## src/rtl/cf_sweep_ctrl.sv

```systemverilog
// Built-in self-check sequencer: sweeps every input vector of a small combinational
// block, captures its truth table and compares it against an expected table.
module cf_sweep_ctrl #(
    parameter int unsigned N_IN   = 5,
    parameter int unsigned SETTLE = 1
) (
    input  logic                    clk,
    input  logic                    rst_n,
    input  logic                    start,
    input  logic                    abort,
    input  logic [(1<<N_IN)-1:0]    expected,
    input  logic                    y_in,
    output logic [N_IN-1:0]         vec_out,
    output logic                    busy,
    output logic                    done,
    output logic                    pass,
    output logic [(1<<N_IN)-1:0]    table_out,
    output logic [N_IN:0]           mismatch_cnt,
    output logic [N_IN-1:0]         first_fail,
    output logic                    first_fail_valid
);

    localparam int unsigned N_VEC = 1 << N_IN;
    localparam int unsigned VW    = N_IN;
    localparam int unsigned MW    = N_IN + 1;
    localparam int unsigned CW    = 4;

    typedef enum logic [1:0] {
        S_IDLE   = 2'd0,
        S_WAIT   = 2'd1,
        S_SAMPLE = 2'd2,
        S_DONE   = 2'd3
    } state_t;

    state_t          state, state_nxt;
    logic [CW-1:0]   settle_cnt;
    logic            last_vec_c;
    logic            miss_c;

    assign last_vec_c = (vec_out == VW'(N_VEC - 1));
    assign miss_c     = (y_in != expected[vec_out]);

    always_ff @(posedge clk or negedge rst_n) begin
        if (!rst_n) state <= S_IDLE;
        else        state <= state_nxt;
    end

    // Next-state decode; abort cancels from any active state
    always_comb begin
        state_nxt = state;
        unique case (state)
            S_IDLE:   if (start && !abort) state_nxt = S_WAIT;
            S_WAIT: begin
                if (abort)                 state_nxt = S_IDLE;
                else if (settle_cnt == '0) state_nxt = S_SAMPLE;
            end
            S_SAMPLE: begin
                if (abort)           state_nxt = S_IDLE;
                else if (last_vec_c) state_nxt = S_DONE;
                else                 state_nxt = S_WAIT;
            end
            S_DONE:   state_nxt = S_IDLE;
            default:  state_nxt = S_IDLE;
        endcase
    end

    // Datapath and registered status outputs
    always_ff @(posedge clk or negedge rst_n) begin
        if (!rst_n) begin
            vec_out          <= '0;
            settle_cnt       <= '0;
            busy             <= 1'b0;
            done             <= 1'b0;
            pass             <= 1'b0;
            table_out        <= '0;
            mismatch_cnt     <= '0;
            first_fail       <= '0;
            first_fail_valid <= 1'b0;
        end else begin
            busy <= (state_nxt == S_WAIT) || (state_nxt == S_SAMPLE);
            done <= (state_nxt == S_DONE);
            if (abort && state != S_IDLE) begin
                vec_out <= '0;
                pass    <= 1'b0;
            end else begin
                unique case (state)
                    S_IDLE: begin
                        if (start && !abort) begin
                            vec_out          <= '0;
                            settle_cnt       <= CW'(SETTLE - 1);
                            pass             <= 1'b0;
                            table_out        <= '0;
                            mismatch_cnt     <= '0;
                            first_fail       <= '0;
                            first_fail_valid <= 1'b0;
                        end
                    end
                    S_WAIT: begin
                        if (settle_cnt != '0) settle_cnt <= settle_cnt - CW'(1);
                    end
                    S_SAMPLE: begin
                        table_out[vec_out] <= y_in;
                        if (miss_c) begin
                            mismatch_cnt <= mismatch_cnt + MW'(1);
                            if (!first_fail_valid) begin
                                first_fail       <= vec_out;
                                first_fail_valid <= 1'b1;
                            end
                        end
                        if (last_vec_c) begin
                            pass <= (mismatch_cnt == '0) && !miss_c;
                        end else begin
                            vec_out    <= vec_out + VW'(1);
                            settle_cnt <= CW'(SETTLE - 1);
                        end
                    end
                    S_DONE:  vec_out <= '0;
                    default: vec_out <= '0;
                endcase
            end
        end
    end

endmodule

```

## config.mk

```make
export PLATFORM = sky130hd
export DESIGN_NAME = cf_sweep_ctrl
export DESIGN_NICKNAME = d
export VERILOG_FILES = /design/src/rtl/cf_sweep_ctrl.sv
export SDC_FILE = /design/constraint.sdc
export NUM_CORES = 1
export LEC_CHECK = 0
export BUFFER_PORTS_ARGS = -buffer_cell sky130_fd_sc_hd__buf_2
export CORE_ASPECT_RATIO = 0.7
export CORE_MARGIN = 3
export CORE_UTILIZATION = 55
export DETAILED_ROUTE_END_ITERATION = 7
export PLACE_DENSITY_LB_ADDON = 0.08
export SLEW_MARGIN = 30
export SYNTH_ARGS = -nofsm -noshare
export SYNTH_HDL_FRONTEND = slang
export SYNTH_SLANG_ARGS = --single-unit
```

## constraint.sdc

```tcl
create_clock -name clk -period 6.6 [get_ports clk]
set_input_delay 0.33 -clock clk [delete_from_list [all_inputs] [get_ports clk]]
set_output_delay 0.33 -clock clk [all_outputs]
set_load 0.01 [all_outputs]
```

# After elaboration in Yosys (flattened, before gate mapping)
# Cells that the tools add are included.
[op_classes]
add_sub_neg = 3
order_cmp = 2
n_eq_ne = 16
mux = 33
bitwise = 1
reduce_logical = 22
[op_table]
columns = ["operator", "n"]
rows = [
  ["case mux 32 bit (2 select lines)", 1],
  ["bitwise mux 32 bit", 1],
  ["2-to-1 mux 32 bit", 1],
  ["2-to-1 mux 5 bit", 5],
  ["case mux 5 bit (3 select lines)", 1],
  ["2-to-1 mux 4 bit", 3],
  ["2-to-1 mux 6 bit", 2],
  ["case mux 4 bit (3 select lines)", 1],
  ["case mux 6 bit (2 select lines)", 1],
  ["2-to-1 mux 2 bit", 5],
  ["!= test 2 bit (second input constant)", 5],
  ["case mux 5 bit (2 select lines)", 1],
  ["AND reduction 5 bit", 2],
  ["!= test 3 bit (second input constant)", 3],
  ["AND reduction 3 bit", 3],
  ["equality test 2 bit (second input constant)", 4],
  ["case mux 2 bit (4 select lines)", 1],
  ["nonzero test 4 bit", 2],
  ["adder 6 x 1 -> 6 bit (second input constant)", 1],
  ["logical NOT 6 bit", 1],
  ["less-than comparator 5 x 6 -> 1 bit (second input constant)", 1],
  ["2-to-1 mux 1 bit", 6],
  ["nonzero test 3 bit", 2],
  ["adder 5 x 1 -> 5 bit (second input constant)", 1],
  ["other kinds (16)", 23],
]
[word_totals]
reg_bits = 58
in_bits = 37
output_inout_bits = 52
elab_cells = 87

# Depth between registers and ports, before layout
[logic_depth]
ltp_word = 8
depth_mapped = 9
depth_no_buf = 8

# Worst setup path after synthesis
# OpenSTA, ideal clock, no wires.
[synth_path]
kind = "register to register"
startpoint = "register vec_out[0]"
endpoint = "register mismatch_cnt[2]"
arrival_time_ns = 2.235
slack_ns = 4.239
path_stages_with_launch = 9
cell_sequence = "dfrtp_1 buf_6 mux2i_1 mux4_2 a22oi_4 a31oi_4 or2_1 buf_2 a221o_1"
[synth_between]
elab_chain_cells = 5
[synth_lines]
columns = ["element", "line_no", "source"]
rows = [
  ["from (decl)", "13", "output logic [N_IN-1:0] vec_out,"],
  ["from (signal assigned)", "113", "vec_out <= vec_out + VW'(1);"],
  ["binary-select mux 1 bit (select 5 bit)", "41", "assign miss_c = (y_in != expected[vec_out]);"],
  ["2-to-1 mux 1 bit (implied by the code)", "41", ""],
  ["!= test 1 bit", "41", ""],
  ["!= test 2 bit (no line)", "--", ""],
  ["AND reduction 4 bit (no line)", "--", ""],
  ["to (signal assigned)", "104", "mismatch_cnt <= mismatch_cnt + MW'(1);"],
  ["to (decl)", "18", "output logic [N_IN:0] mismatch_cnt,"],
]
# Every way passes these cells. The select of a mux whose other input is x is not followed.
# A chain may end at the register's enable or synchronous reset.

# Final worst setup path
[layout_path]
startpoint = "register state[0]"
endpoint = "register table_out[13]"
[layout_between]
elab_chain_cells = 4
elab_cells_between_ends = 9
cone_classes = "2 x eq/ne; 1 x mux; 1 x bitwise; 5 x reduce/logical"
[layout_lines]
columns = ["element", "line_no", "source"]
rows = [
  ["from (decl)", "35", "state_t state, state_nxt;"],
  ["from (signal assigned)", "45", "else state <= state_nxt;"],
  ["parallel branches: the longest is 4 deep, another holds AND reduction 3 bit", "--", ""],
  ["to (signal, indexed assignment)", "102", "table_out[vec_out] <= y_in;"],
  ["to (decl)", "17", "output logic [(1<<N_IN)-1:0] table_out,"],
]
# Parallel ways; which one is timed is not known.

==> impl_metrics.py <==
metrics = {
    "logic_synthesis": {
        "synthMuxAreaShare": 0.0871,
        "synth_top_family_by_area": "compound AO/OA/AOI/OAI gates",
        "ys_seq_elements": 58,
        "yosys.area_share.simple": 0.134,
        "yosysTopAreaCell": "dfrtp_1",
        "synth_seq_area_share": 0.432,
        "yosysWarnings": 0,
        "synth-adder-area-share": 0.0521,
        "synth_top_area_frac": 0.432,
        "synth_xor_area_frac": 0,
        "syn_area_per_cell_um2": 9.29,
        "syn_area_mm2": 0.00336,
        "synth-compound-area-share": 0.251,
        "synthTopCellsByArea": "dfrtp_1, o21ai_0, mux2i_1",
        "syn_nets": 413,
        "synthCells": 362,
        "synth_cell_type_count": 47,
    },
    "worst_setup_path": {
        "crit_chain": "inv_1 > ha_1 > inv_2 > nor2_1 > nand3_1 > o21ai_0",
        "r2r_cells": 6,
        "arrival_ps": 3190,
        "regToRegSetupSlack_ps": 3660,
        "cpMaxStageDelayCell": "nor2_1",
        "crit_fanout": 36,
        "crit_required_ps": 6850,
        "cp-end-kind": "flop",
        "reg2reg_from": "state[0]",
        "timing.rr.end": "table_out[13]",
        "cpPeakStageDelay_ps": 590,
        "start_kind": "flop",
        "worst-setup-path-type": "reg2reg",
    },
    "sta": {
        "timing.final.crit_share": 0.446,
        "hold_viol": 0,
        "slew_headroom": 0.504,
        "final.setup.worst_slack_ps": 3660,
        "skew_ps": 4.42,
        "setup_viol": 0,
        "slew_viol_final": 0,
        "tightest_slew_ps": 744,
        "rsz0062_at_grt": "no",
        "period_minus_slack_ps": 2940,
        "tns_ps": 0,
        "max_freq_mhz": 340,
    },
    "route": {
        "num_vias": 3221,
        "drc": 0,
        "wl_mm": 9.12,
        "drt_iter0_drc": 323,
        "drt_pass1_iterations": 5,
        "drt-vias-per-instance": 6.21,
        "post_drt_wl_per_cell_um": 17.6,
        "drtAntennaViolNets": 0,
    },
    "clock_network": {
        "clk_pin_slew_ps": 60,
        "cts-resized-gates": 0,
        "cts_buffers": 9,
        "cts.path.max_buffers": 2,
        "postCtsSetupRepairBufs": 0,
        "insertion_delay_ps": 340,
        "cts-root-buf": "clkbuf_8",
        "cts_sinks": 58,
        "cts_tree": "done",
        "htree_levels": 3,
        "holdBufCountCts": 0,
    },
    "pwr": {
        "total_power_uw": 1130,
        "powerDensity_mw_per_mm2": 282,
        "max-vdd-ir-drop_v": 0.000182,
        "p_leak_uw": 0.00197,
    },
    "grt": {
        "grt_max_degree": 59,
        "grt_first_pass_wirelength_mm": 15.3,
        "track_usage": 0.273,
        "grt_pass1_vias": 2975,
        "grt_antenna_before_repair": 0,
        "gr-total-overflow": 0,
    },
    "finish": {
        "diodes": 0,
        "multi_input_area_mm2": 0.00176,
        "fillers": 475,
        "register_area_mm2": 0.00145,
        "synthToLayoutAreaGrowth_pct": 19.4,
        "nets": 491,
        "final_area_mm2": 0.00402,
        "drive_above_1_share": 0.266,
    },
    "place": {
        "placed_area_mm2": 0.00381,
        "port_buffers": 88,
        "dpl_worst_slack_ps": 3650,
        "gp_congestion": 0.840,
        "dp_hpwl_mm": 6.40,
    },
    "run_status": {
        "outcome": "complete, no violations",
    },
    "floorplan": {
        "die_w_um": 99.5,
        "num_rows": 23,
        "die_h_um": 71.4,
        "ioPinCount": 89,
        "die_area_mm2": 0.00710,
        "initial_core_util": 0.579,
        "coreArea_mm2": 0.00581,
    },
    "hold_path": {
        "hold_path_class": "in2async",
    },
    "run": {
        "drv_cap": 0,
    },
}
## worst max-delay path: cells and delay by family (launching register included)
family                   cells  cell delay [ps]
AO/OA/AOI/OAI                1              330
AND/OR/NAND/NOR              2             1020
buffers and inverters        2              540
flip-flops                   1              440
adder cells (fa/ha/maj)      1              510
## stage by stage
step	hold WS, ps	instances	utilization
after floorplan	34.4	362	-
after global placement	465	504	0.655
after detailed placement	467	504	0.655
after CTS	164	519	0.690
after global routing	183	519	0.691
final	129	519	0.691
## where the power goes
part / internal [µW] / switching (µW) / leakage, µW
clock: 203 / 138 / 0.000106
combinational: 140 / 218 / 0.00107
sequential: 386 / 46.7 / 0.000801
## metal layers
| metal | vias to the layer above | share of wire | GRT usage |
|---|---|---|---|
| li1 | 1495 | - | - |
| met1 | 1532 | 0.47 | 0.409 |
| met2 | 182 | 0.42 | 0.369 |
| met3 | 12 | 0.10 | 0.0992 |
| met4 | 0 | 0.0096 | 0.0788 |
| met5 | - | 0 | 0 |
## cells in the mapped netlist (all sizes together)
cell,instances
a21boi,2
a21o,2
a21oi,34
a221o,4
a22o,5
a22oi,1
a2bb2oi,1
a311o,1
a31oi,2
a32o,2
and2,6
and3,3
and4,2
buf,6
clkbuf,16
dfrtp,58
ha,14
inv,15
mux2,2
mux2i,18
mux4,4
nand2,28
nand2b,1
nand3,15
nand3b,1
nand4,6
nor2,7
nor2b,4
nor3,8
nor3b,1
nor4b,1
o21ai,79
o311ai,5
o31ai,1
o32ai,1
o41ai,1
or2,4
or3,1
## flip-flops by register name (all words and copies together), names as in the netlist
signal	flops
table_out	32
first_fail_valid	1
vec_out	5
done	1
busy	1
settle_cnt	4
state	2
first_fail	5
mismatch_cnt	6
pass	1
## layout make-up
type,count,area share
repair buffers,89,0.112
multi-input cells,267,0.438
clock inverters,2,0.00873
flip-flops and latches,58,0.362
well taps,75,0.0234
inverters,15,0.0140
clock buffers,13,0.0421
## logic make-up (layout without fill, tap and decap cells)
group	Yosys count	in the layout
simple gates	88	88
mux	24	24
buf+inv	37	119
flops	58	58
fa+ha+maj	14	14
compound gates	141	141
## layout by cell type, fill, tap and decap left out, types with 5 or more instances in the layout
cell | synthesis | final
buf_2 | 1 | 88
ha_1 | 14 | 14
nor3_1 | 7 | 7
a22o_1 | 5 | 5
and2_1 | 6 | 6
clkbuf_8 | 0 | 12
a21oi_1 | 34 | 34
nand2_1 | 28 | 28
mux2i_1 | 18 | 18
nand3_1 | 15 | 15
nor2_1 | 7 | 7
dfrtp_1 | 58 | 57
o21ai_0 | 76 | 76
inv_1 | 14 | 14
nand4_1 | 6 | 6
## worst max-delay path by stage
stage / cells past startpoint / to / from / slack, ps
detailed placement: 6 / mismatch_cnt[5] / vec_out[0] / 3650
finish: 6 / table_out[13] / state[0] / 3660
CTS: 6 / mismatch_cnt[5] / vec_out[0] / 3630
global route: 6 / table_out[26] / state[0] / 3380
floorplan: 8 / mismatch_cnt[2] / vec_out[0] / 4240
global placement: 6 / mismatch_cnt[4] / vec_out[0] / 3770
Note: power is estimated with default switching activity, not from simulation.
